==> src/rtl/pc_sequencer.sv <==
// pc_sequencer: program counter owner sequencing fetch through IDLE/RUN/HALT with branch, stall and halt control
module pc_sequencer #(
    parameter int                  PC_WIDTH  = 8,
    parameter int                  CNT_WIDTH = 16,
    parameter logic [PC_WIDTH-1:0] RESET_PC  = '0
) (
    input  logic                 clk_i,
    input  logic                 reset_i,
    input  logic                 start_i,
    input  logic [PC_WIDTH-1:0]  startadd_i,
    input  logic                 halt_i,
    input  logic                 stall_i,
    input  logic                 branchf_i,
    input  logic                 branchb_i,
    input  logic [PC_WIDTH-1:0]  target_i,
    output logic [PC_WIDTH-1:0]  pc_o,
    output logic                 fetch_en_o,
    output logic                 done_o,
    output logic                 err_o,
    output logic [CNT_WIDTH-1:0] icount_o
);
    localparam logic [1:0] IDLE = 2'd0;
    localparam logic [1:0] RUN  = 2'd1;
    localparam logic [1:0] HALT = 2'd2;
    logic [1:0]           state_q, state_d;
    logic [PC_WIDTH-1:0]  pc_q, pc_d, pc_base;
    logic [CNT_WIDTH-1:0] cnt_q, cnt_d;
    logic                 err_q, err_d, run, adv, both;
    always_comb begin
        run        = state_q == RUN;
        adv        = run && !halt_i && !stall_i;
        both       = branchf_i && branchb_i;
        // A conflicting branch falls back to a plain increment
        pc_base    = both ? pc_q : branchf_i ? pc_q + target_i : branchb_i ? pc_q - target_i : pc_q;
        pc_d       = start_i ? startadd_i : adv ? pc_base + PC_WIDTH'(1) : pc_q;
        cnt_d      = start_i ? '0 : (adv && !(&cnt_q)) ? cnt_q + CNT_WIDTH'(1) : cnt_q;
        err_d      = start_i ? 1'b0 : err_q | (adv & both);
        state_d    = start_i ? RUN : (run && halt_i) ? HALT : state_q;
        fetch_en_o = run && !stall_i;
        done_o     = state_q == HALT;
    end
    always_ff @(posedge clk_i) begin
        if (reset_i) begin
            state_q <= IDLE;
            pc_q    <= RESET_PC;
            cnt_q   <= '0;
            err_q   <= 1'b0;
        end else begin
            state_q <= state_d;
            pc_q    <= pc_d;
            cnt_q   <= cnt_d;
            err_q   <= err_d;
        end
    end
    assign pc_o     = pc_q;
    assign icount_o = cnt_q;
    assign err_o    = err_q;
endmodule

==> config.mk <==
export PLATFORM = sky130hd
export DESIGN_NAME = pc_sequencer
export DESIGN_NICKNAME = d
export VERILOG_FILES = /design/src/rtl/pc_sequencer.sv
export SDC_FILE = /design/constraint.sdc
export NUM_CORES = 1
export LEC_CHECK = 0
export BUFFER_PORTS_ARGS = -buffer_cell sky130_fd_sc_hd__buf_2
export CAP_MARGIN = 10
export CELL_PAD_IN_SITES_DETAIL_PLACEMENT = 1
export CELL_PAD_IN_SITES_GLOBAL_PLACEMENT = 2
export CORE_ASPECT_RATIO = 0.6
export CORE_MARGIN = 1
export CORE_UTILIZATION = 34
export CTS_BUF_LIST = sky130_fd_sc_hd__clkbuf_4
export CTS_CLUSTER_DIAMETER = 60
export DETAILED_ROUTE_END_ITERATION = 8
export PLACE_DENSITY_LB_ADDON = 0.1
export REMOVE_ABC_BUFFERS = 1
export SLEW_MARGIN = 30
export SYNTH_ARGS = -nofsm -noshare
export SYNTH_HDL_FRONTEND = slang
export SYNTH_SLANG_ARGS = --single-unit
==> constraint.sdc <==
create_clock -name clk_i -period 7.8 [get_ports clk_i]
set_clock_uncertainty 0.15 [all_clocks]
set_input_delay 0.78 -clock clk_i [delete_from_list [all_inputs] [get_ports clk_i]]
set_output_delay 0.78 -clock clk_i [all_outputs]
set_load 0.03 [all_outputs]
==> out/qor.yml <==
run_status:
  status: "completed"
yosys:
  synth_flop_cell: "dfxtp_1"
  yosys.area.top_type_share: 0.244
  synthesis.area_mm2: 0.00221
  synth_edf_count: 0
  syn_inst: 282
  yosysMostFrequentCell: "nor2_1"
  yosys-top-cells-area: "dfxtp_1, ha_1, nor2_1"
  async_flop_share: 0
  ys_warn_count: 0
  yosysSeqAreaShare: 0.244
  ys_ff_latch: 27
  ys_types: 60
  synth_top_cell_by_area: "dfxtp_1"
  synthTopCellsByCount: "nor2_1, dfxtp_1, nand2_1"
  syn_avg_cell_area_um2: 7.84
routing:
  vias: 2082
  dr.pass1.iters: 4
  vias_per_cell: 5.14
  drcViolationCount: 0
  ant_nets: 0
  drtIter0Drc: 47
  routed_wl_um: 6060
  wire_per_inst_um: 15.0
timing:
  max_slew.worst_pin.slew_ps: 621
  period_share: 0.438
  finalHoldViolations: 0
  slew_headroom: 0.583
  fin_crit_ps: 3420
  drv_slew: 0
  timing.fmax_mhz: 293
  setup_viol: 0
  tns_ps: 0
  rsz0062_at_grt: "no"
setup_path:
  crit_arrival_ps: 3490
  timing.rr.end: "pc_o[7]$_SDFFE_PP0P_"
  cp-start-kind: "primary input"
  worstPathRequired_ps: 7870
  cp_slowest_stage_delay_ps: 580
  cp_max_fo: 9
  worstReg2RegStart: "pc_o[2]$_SDFFE_PP0P_"
  cp_cell_sequence: "buf_2 -> inv_1 -> ha_1 -> and2b_1 -> a2111oi_2 -> o21ai_1 -> a21oi_1 -> o21bai_1 -> or3_1 -> a2111oi_0 -> a2111oi_1"
  crit_slowest_cell: "a2111oi_2"
  worstSetupPathType: "primary input to register"
  path_buf_inv: 2
  crit_family: "compound AO/OA/AOI/OAI gates"
  end_kind: "register"
  r2r_cells: 9
  r2r_slack_ps: 4550
  path_depth: 11
final_layout:
  layout-drive-gt1-share: 0.212
  antenna_cells: 0
  final_nets: 363
  layout.cells.non_filler: 405
  fin_util: 0.407
  area_growth_syn_to_layout_pct: 14.0
  nFillCells: 808
run:
  cap_violations: 0
power_and_ir_drop:
  power_switching_uw: 112
  p_sw_frac: 0.355
  seqPwrFrac: 0.464
  irDropWorstVdd_mv: 0.0746
  clockPowerShare: 0.196
  power_leakage_nw: 1.09
  internal-power_uw: 204
  pwr-share-comb: 0.340
  power_uw: 316
  powerDensity_mw_per_mm2: 125
floorplanning:
  rows: 22
  fp.coreArea_mm2: 0.00619
  fp.dieW_um: 106
  dieHeight_um: 64.5
  start_util: 0.357
  die_area_mm2: 0.00684
  ioPinCount: 50
clock_tree:
  numCtsBuffers: 3
  post_cts_buffers: 0
  clk_pin_slew_ps: 160
  ctsHoldBuffers: 0
  cts_tree: "yes"
  clkLatencyLatePin_ps: 330
  clk_path_buf_depth: 2
  clock-sinks: 27
  post_cts_resized: 0
  h-tree-depth: 1
  clockRootBuffer: "clkbuf_4"
worst_hold_path:
  hp-class: "register to register"
  hold_start: "icount_o[1]$_SDFFE_PP0P_"
  min_to: "icount_o[1]$_SDFFE_PP0P_"
  hold_depth: 2
global_route:
  first_global_vias: 1967
  grt-ovfl-total: 0
  track_usage: 0.185
  grt_pass1_wl_um: 10000
  grt_antenna_before_repair: 0
  grt_max_degree: 20
placed_design:
  io_buffers: 49
  gp_congestion: 0.736
  dp.cells: 401
  hpwl_um: 4950
## metrics by stage
step | hold WS, ps | area [um^2] | setup slack [ps]
2_1_floorplan | 315 | 2140 | 4360
3_3_place_gp | 330 | 2490 | 4090
3_5_place_dp | 343 | 2490 | 4020
4_1_cts | 370 | 2520 | 4390
5_1_grt | 393 | 2520 | 4130
6_report | 368 | 2520 | 4380
## cell families after synthesis
kind of cell               synth area share
and+or+nand+nor                       0.267
AOI/OAI and AO/OA                     0.216
buffers and inverters                0.0628
DFF                                   0.244
xor gates and xnor gates             0.0872
adders and majority gates             0.109
muxes                                0.0136
## power groups by stage
stage | combinational [mW] | clock [mW] | sequential [mW]
6_report | 0.107 | 0.0618 | 0.147
5_1_grt | 0.120 | 0.0715 | 0.147
4_1_cts | 0.108 | 0.0642 | 0.147
3_5_place_dp | 0.107 | 0 | 0.150
3_3_place_gp | 0.106 | 0 | 0.149
2_1_floorplan | 0.0709 | 0 | 0.154
## layout by cell type, fill, tap and decap left out, drive strengths merged, types with 2 or more instances in the layout
cell / instances
a2111oi: 3
a211oi: 6
a21o: 5
a21oi: 21
a221o: 2
a221oi: 3
a31oi: 4
and2: 3
and2b: 4
and3: 3
and4: 2
buf: 49
clkbuf: 3
dfxtp: 27
fa: 2
ha: 16
inv: 18
mux2i: 3
nand2: 20
nand2b: 7
nand3: 10
nand4: 4
nor2: 40
nor2b: 5
nor3: 6
nor3b: 3
o2111ai: 3
o21ai: 5
o21bai: 2
o221ai: 2
o22ai: 2
or2: 2
or3: 2
xnor2: 8
xor2: 14
## sequential cells by signal, indices dropped and copies added (netlist names)
register and cells:
pc_o 8, state_q 2, err_o 1, icount_o 16
## worst register-to-register path: stages (launching register included)
cell and delay (ps):
dfxtp_1 450, ha_1 360, and2b_1 230, a2111oi_2 580, o21ai_1 110, a21oi_1 260
o21bai_1 130, or3_1 380, a2111oi_0 390, a2111oi_1 100
## worst max path at each step
| stage | from | to | slack, ps |
|---|---|---|---|
| floorplan | target_i[0] | pc_o[7]$_SDFFE_PP0P_ | 4360 |
| global route | target_i[2] | pc_o[7]$_SDFFE_PP0P_ | 4130 |
| finish | target_i[2] | pc_o[7]$_SDFFE_PP0P_ | 4380 |
| detailed placement | target_i[0] | pc_o[7]$_SDFFE_PP0P_ | 4020 |
| global placement | target_i[0] | pc_o[7]$_SDFFE_PP0P_ | 4090 |
| CTS | target_i[0] | pc_o[7]$_SDFFE_PP0P_ | 4390 |
## routing by layer
layer | GRT usage | up-vias | part of all wire
li1 | - | 1071 | -
met1 | 0.295 | 972 | 0.58
met5 | 0 | - | 0
met3 | 0.0362 | 2 | 0.041
met2 | 0.259 | 37 | 0.38
met4 | 0.0104 | 0 | 0.0016
## final cells by class
class | instances | area (um^2) | share of cell area
Multi-Input combinational cell | 223 | 1530 | 0.609
Sequential cell | 27 | 541 | 0.214
Timing Repair Buffer | 49 | 245 | 0.0973
Tap cell | 84 | 105 | 0.0417
Inverter | 18 | 67.6 | 0.0268
Clock buffer | 3 | 22.5 | 0.00894
Clock inverter | 1 | 5.00 | 0.00199
(Power assumes the default switching activity.)
